==> src/rtl/melody_player.sv <==
// Melody sequencer: walks a runtime-writable note table and drives a square-wave tone
// on a single audio pin, with start/stop, looping, rests and an end-of-song marker.
module melody_player #(
  parameter int CLK_HZ  = 50_000_000,
  parameter int BEAT_HZ = 16,
  parameter int DEPTH   = 64,
  parameter int DIV_W   = 20,
  parameter int DUR_W   = 6,
  localparam int AW     = (DEPTH > 1) ? $clog2(DEPTH) : 1
) (
  input  logic                   clock,
  input  logic                   reset,
  input  logic                   wr_en,
  input  logic [AW-1:0]          wr_addr,
  input  logic [DIV_W+DUR_W-1:0] wr_data,
  input  logic                   start,
  input  logic                   stop,
  input  logic                   loop,
  output logic                   audio,
  output logic                   busy,
  output logic                   done,
  output logic [AW-1:0]          note_idx
);

  localparam int BEAT_DIV = CLK_HZ / BEAT_HZ;
  localparam int PW = (BEAT_DIV > 1) ? $clog2(BEAT_DIV) : 1;
  localparam logic [PW-1:0]    PRE_MAX  = PW'(BEAT_DIV - 1);
  localparam logic [AW-1:0]    LAST_IDX = AW'(DEPTH - 1);
  localparam logic [AW-1:0]    IDX_ONE  = AW'(1);
  localparam logic [DUR_W-1:0] DUR_ONE  = DUR_W'(1);
  localparam logic [DIV_W-1:0] DIV_ONE  = DIV_W'(1);

  typedef enum logic [1:0] {IDLE, FETCH, PLAY} state_t;

  state_t state, state_next;

  logic [DIV_W+DUR_W-1:0] mem [DEPTH];
  logic [DIV_W-1:0]       entry_hp;
  logic [DUR_W-1:0]       entry_dur;
  logic [DIV_W-1:0]       half_period;
  logic [DUR_W-1:0]       dur;
  logic [DIV_W-1:0]       tone_cnt;
  logic [PW-1:0]          beat_pre;
  logic [DUR_W-1:0]       beat_cnt;
  logic                   note_over;
  logic                   load;
  logic                   advance;
  logic                   song_end;

  // Table has no reset; only the write port is clocked, reads are combinational.
  always_ff @(posedge clock) begin
    if (wr_en)
      mem[wr_addr] <= wr_data;
  end

  assign {entry_hp, entry_dur} = mem[note_idx];
  assign note_over = (beat_pre == PRE_MAX) && (beat_cnt == dur - DUR_ONE);
  assign busy = (state != IDLE);

  always_ff @(posedge clock or posedge reset) begin
    if (reset)
      state <= IDLE;
    else
      state <= state_next;
  end

  // song_end covers both an explicit end marker and running off the last table entry.
  always_comb begin
    state_next = state;
    load       = 1'b0;
    advance    = 1'b0;
    song_end   = 1'b0;
    case (state)
      IDLE: begin
        if (start && !stop)
          state_next = FETCH;
      end
      FETCH: begin
        if (entry_dur == '0) begin
          song_end = 1'b1;
        end else begin
          load       = 1'b1;
          state_next = PLAY;
        end
      end
      PLAY: begin
        if (note_over) begin
          if (note_idx == LAST_IDX) begin
            song_end = 1'b1;
          end else begin
            advance    = 1'b1;
            state_next = FETCH;
          end
        end
      end
      default: state_next = IDLE;
    endcase
    if (song_end)
      state_next = loop ? FETCH : IDLE;
    if (stop)
      state_next = IDLE;
  end

  always_ff @(posedge clock or posedge reset) begin
    if (reset) begin
      note_idx    <= '0;
      half_period <= '0;
      dur         <= '0;
      tone_cnt    <= '0;
      beat_pre    <= '0;
      beat_cnt    <= '0;
      audio       <= 1'b0;
      done        <= 1'b0;
    end else if (stop) begin
      note_idx <= '0;
      tone_cnt <= '0;
      beat_pre <= '0;
      beat_cnt <= '0;
      audio    <= 1'b0;
      done     <= 1'b0;
    end else begin
      done <= song_end && !loop;
      case (state)
        IDLE: begin
          audio <= 1'b0;
          if (start)
            note_idx <= '0;
        end
        FETCH: begin
          if (load) begin
            half_period <= entry_hp;
            dur         <= entry_dur;
            tone_cnt    <= '0;
            beat_pre    <= '0;
            beat_cnt    <= '0;
            audio       <= 1'b0;
          end else if (song_end && loop) begin
            note_idx <= '0;
          end
        end
        PLAY: begin
          // A zero half-period is a rest: the pin stays low for the whole note.
          if (half_period == '0) begin
            audio <= 1'b0;
          end else if (tone_cnt == half_period - DIV_ONE) begin
            tone_cnt <= '0;
            audio    <= ~audio;
          end else begin
            tone_cnt <= tone_cnt + DIV_ONE;
          end
          if (beat_pre == PRE_MAX) begin
            beat_pre <= '0;
            beat_cnt <= beat_cnt + DUR_ONE;
          end else begin
            beat_pre <= beat_pre + PW'(1);
          end
          if (advance) begin
            note_idx <= note_idx + IDX_ONE;
            audio    <= 1'b0;
          end else if (song_end) begin
            audio <= 1'b0;
            if (loop)
              note_idx <= '0;
          end
        end
        default: audio <= 1'b0;
      endcase
    end
  end

endmodule

==> config.mk <==
export PLATFORM = sky130hd
export DESIGN_NAME = melody_player
export DESIGN_NICKNAME = d
export VERILOG_FILES = /design/src/rtl/melody_player.sv
export SDC_FILE = /design/constraint.sdc
export NUM_CORES = 2
export LEC_CHECK = 0
export BUFFER_PORTS_ARGS = -buffer_cell sky130_fd_sc_hd__buf_2
export CAP_MARGIN = 20
export CORE_MARGIN = 4
export CORE_UTILIZATION = 40
export CTS_BUF_LIST = sky130_fd_sc_hd__clkbuf_16
export CTS_CLUSTER_SIZE = 8
export DETAILED_ROUTE_END_ITERATION = 16
export GPL_ROUTABILITY_DRIVEN = 1
export GPL_TIMING_DRIVEN = 0
export HOLD_SLACK_MARGIN = 0.06
export SETUP_SLACK_MARGIN = 0.3
export SKIP_LAST_GASP = 1
export SYNTH_ARGS = -nofsm -noshare
export SYNTH_HDL_FRONTEND = slang
export SYNTH_SLANG_ARGS = --single-unit
==> constraint.sdc <==
create_clock -name clock -period 5.54 [get_ports clock]
set_input_delay 0.831 -clock clock [delete_from_list [all_inputs] [get_ports clock]]
set_output_delay 0.831 -clock clock [all_outputs]
set_load 0.01 [all_outputs]
==> reports/results.txt <==
status: finished, final reports clean
Static Leak: 25.0 nW
largest stage delay on the critical path: 0.80 ns
clk sinks: 1748
Placer Congestion: 0.830
WL final: 182 mm
antenna violations before repair: 20
kind of end point of the critical path: flip-flop
All-Layer GR Usage: 20.3%
worst slew margin relative to its limit: 24.1%
port bufs: 43
Yosys top cell by area: edfxtp_1
sequential share of the synthesized area: 75.7%
WP data required: 6.21 ns
die area: 179000 um^2
Clock Tree Root: clkbuf_16
Syn Std Cell Area: 68800 um^2
most common cell after layout, fill and taps aside: edfxtp_1
Clock transition at path regs: 0.05 ns
Clock power frac: 44.4%
# DRC: 0
Yosys top cell area share: 72.6%
switching share of power: 21.3%
FP Rows: 151
sequential share of power: 51.5%
Design Area, Final: 80700 um^2
Max-Cap Viols: 0
CTS max path bufs: 3
DRT iter0 DRCs: 3751
NumNets Final: 3553
Congestion Overflow GR: 0
Hold Slack: 0.234 ns
Post-DP Area: 74000 um^2
count of cell types in the netlist: 77
via count: 33.9k
CTS H-tree lvls: 4
commonest cells after routing, fill and taps aside: 1664 x edfxtp_1, 511 x mux4_2, 239 x clkbuf_16
Top Family by Delay on Critical Path: buffers and inverters
via count of the first global-routing pass: 34.6k
Setup crit start kind: flip-flop
share of cells above drive strength 1: 30.5%
largest net degree at the start of global routing: 70
final setup fails: 0
P&R area growth vs syn: 17.3%
ys async rst share: 4.81%
CTS Buf Count: 238
Crit Path Class: reg2reg
syn_nets: 3174
worst vdd ir: 0.284 mV
Starting Density: 40.4%
Gate power share: 4.1%
Fmax: 195 MHz
Hold Crit Class: in2reg
DR WL/cell: 31.0 um
period utilization: 92.4%
Core ar.: 170000 um^2
busiest grt layer: met2
Via density: 5.80
DIE HEIGHT: 423 um
Layout fillers: 13.8k
CTS tree: yes
IO Pins: 47
Main synth FF type: edfxtp_1
M1 GR Usage: 27.9%
Pins Over Slew Limit: 0
Post-CTS Setup Inserts: 0
Synth area leaders: edfxtp_1 73%, mux4_2 17%, dfrtp_1 3.1%, nor2_1 0.73%, mux2i_1 0.51%
Final Hold Vio Count: 0
Die W: 423 um
slowest stage cell, crit path: clkbuf_1
pwr dens: 357 nW/um^2
met3 Resource Use GR: 3.91%
minimum clock period: 5.12 ns
unrepaired setup endpoints after global routing: false
crit path cell chain: buf_6 -> buf_12 -> buf_6 -> buf_4 -> buf_6 -> buf_2 -> clkbuf_1 -> mux4_2 -> mux4_2 -> mux4_2 -> mux2_2
DP Wirelength: 118 mm
Routed Antenna Nets: 0
worst skew pair latency: 0.85 ns
first-pass GRT wire length: 259 mm
switching pwr: 6.14 mW
syn avg cell area: 22.0 um^2
#FFs+latches synth: 1748
Setup Skew: 0.0683 ns
CP arrival: 5.79 ns
Cell Int Power: 22.7 mW
EDFF count, synth: 1664
synthesized instance count: 3126
worst-path fanout max: 10
CP bufs+invs: 7
M2 GR Usage: 32.9%
Worst-Margin Slew: 1.14 ns
YS warnings: 0
Pre-Repair DR Iteration Count: 5
==> through the flow <==
stage               std cells  setup slack (ns)  power (mW)  TNS (ns)  util (%)
global placement         5464            -0.210        16.2     -2.87      42.2
global route             5850             0.342        29.8         0      47.4
detailed placement       5544            0.0839        16.3         0      43.5
finish                   5854             0.419        28.8         0      47.4
CTS                      5832             0.404        29.0         0      47.2
floorplan                3126              2.14        15.7         0         -
==> cells by family (layout without fill, tap and decap cells) <==
logic type / Yosys count / count (layout) / synth area share, %
flip-flops: 1748 / 1748 / 75.7
multiplexers: 568 / 568 / 17.6
AND/OR/NAND/NOR: 406 / 406 / 2.88
buffers and inverters: 180 / 606 / 1.44
AO/OA/AOI/OAI: 177 / 177 / 1.69
XOR/XNOR: 37 / 37 / 0.471
adder cells (fa/ha/maj): 10 / 10 / 0.182
other: 0 / 7 / 0
==> worst paths after layout <==
path	startpoint	end	slack, ns	cells past startpoint
worst max register to register	note_idx[1]	half_period[14]	0.42	11
worst max-delay path	note_idx[1]	half_period[14]	0.42	11
min in group asynchronous	reset	beat_pre[7]	0.51	3
worst min register to register	beat_pre[8]	beat_pre[8]	0.49	1
worst min-delay path	loop	done	0.23	2
max in group asynchronous	reset	half_period[16]	4.37	4
==> worst reg2reg max path: cells and delay by family, from the launching register on <==
kind                   cells  cell delay (ns)
flip-flops                 1             0.58
buffers and inverters      7             2.52
multiplexers               4             1.87
==> cell usage after synthesis, types with 10 or more instances <==
library cell / number
a21oi_1: 14
a31oi_1: 11
and2_1: 14
and3_1: 19
buf_1: 11
buf_2: 28
buf_4: 29
buf_6: 16
clkbuf_1: 74
dfrtp_1: 84
edfxtp_1: 1664
ha_1: 10
inv_1: 16
mux2_2: 20
mux2i_1: 35
mux4_2: 511
nand2_1: 79
nand2b_1: 15
nand3_1: 59
nand4_1: 10
nor2_1: 134
nor2b_1: 15
nor3_1: 19
o21ai_0: 50
o21ai_1: 33
o31ai_1: 20
xnor2_1: 21
xor2_1: 16
==> metal layers <==
metal,routed length (um),vias to the layer above
met5,45,-
met3,13800,336
met2,88800,1458
met1,73100,18200
li1,-,13900
met4,5670,8
==> repair_timing <==
item / 4_1_cts / 5_1_grt
hold endpoints to repair: 15 / 0
hold buffers: 1 / 0
setup endpoints to repair: 20 / 0
gates resized for setup: 1 / 0
==> state kept, by name, summed over array words and instances (netlist names) <==
| signal | cells |
|---|---|
| dur | 6 |
| done | 1 |
| tone_cnt | 20 |
| audio | 1 |
| note_idx | 6 |
| beat_cnt | 6 |
| beat_pre | 22 |
| half_period | 20 |
| mem | 1664 |
| state | 2 |
==> power by group through the flow <==
stage / logic (mW) / registers [mW] / clock network (mW)
after floorplan: 0.706 / 15.0 / 0
after global placement: 1.09 / 15.1 / 0
after detailed placement: 1.17 / 15.1 / 0
after CTS: 1.18 / 14.8 / 13.0
after global routing: 1.31 / 14.8 / 13.6
final: 1.19 / 14.8 / 12.8
==> cell type report <==
cell class | count | area [um^2] | area share (%)
diodes | 7 | 17.5 | 0.0217
plain buffers | 161 | 920 | 1.14
clock buffers | 239 | 5980 | 7.41
clock inverters | 48 | 422 | 0.523
inverters | 19 | 73.8 | 0.0915
multi-input cells | 1198 | 16200 | 20.1
flip-flops and latches | 1748 | 52100 | 64.5
well taps | 2295 | 2870 | 3.56
repair buffers | 139 | 2130 | 2.63
Power figures use the tool's default switching activity.
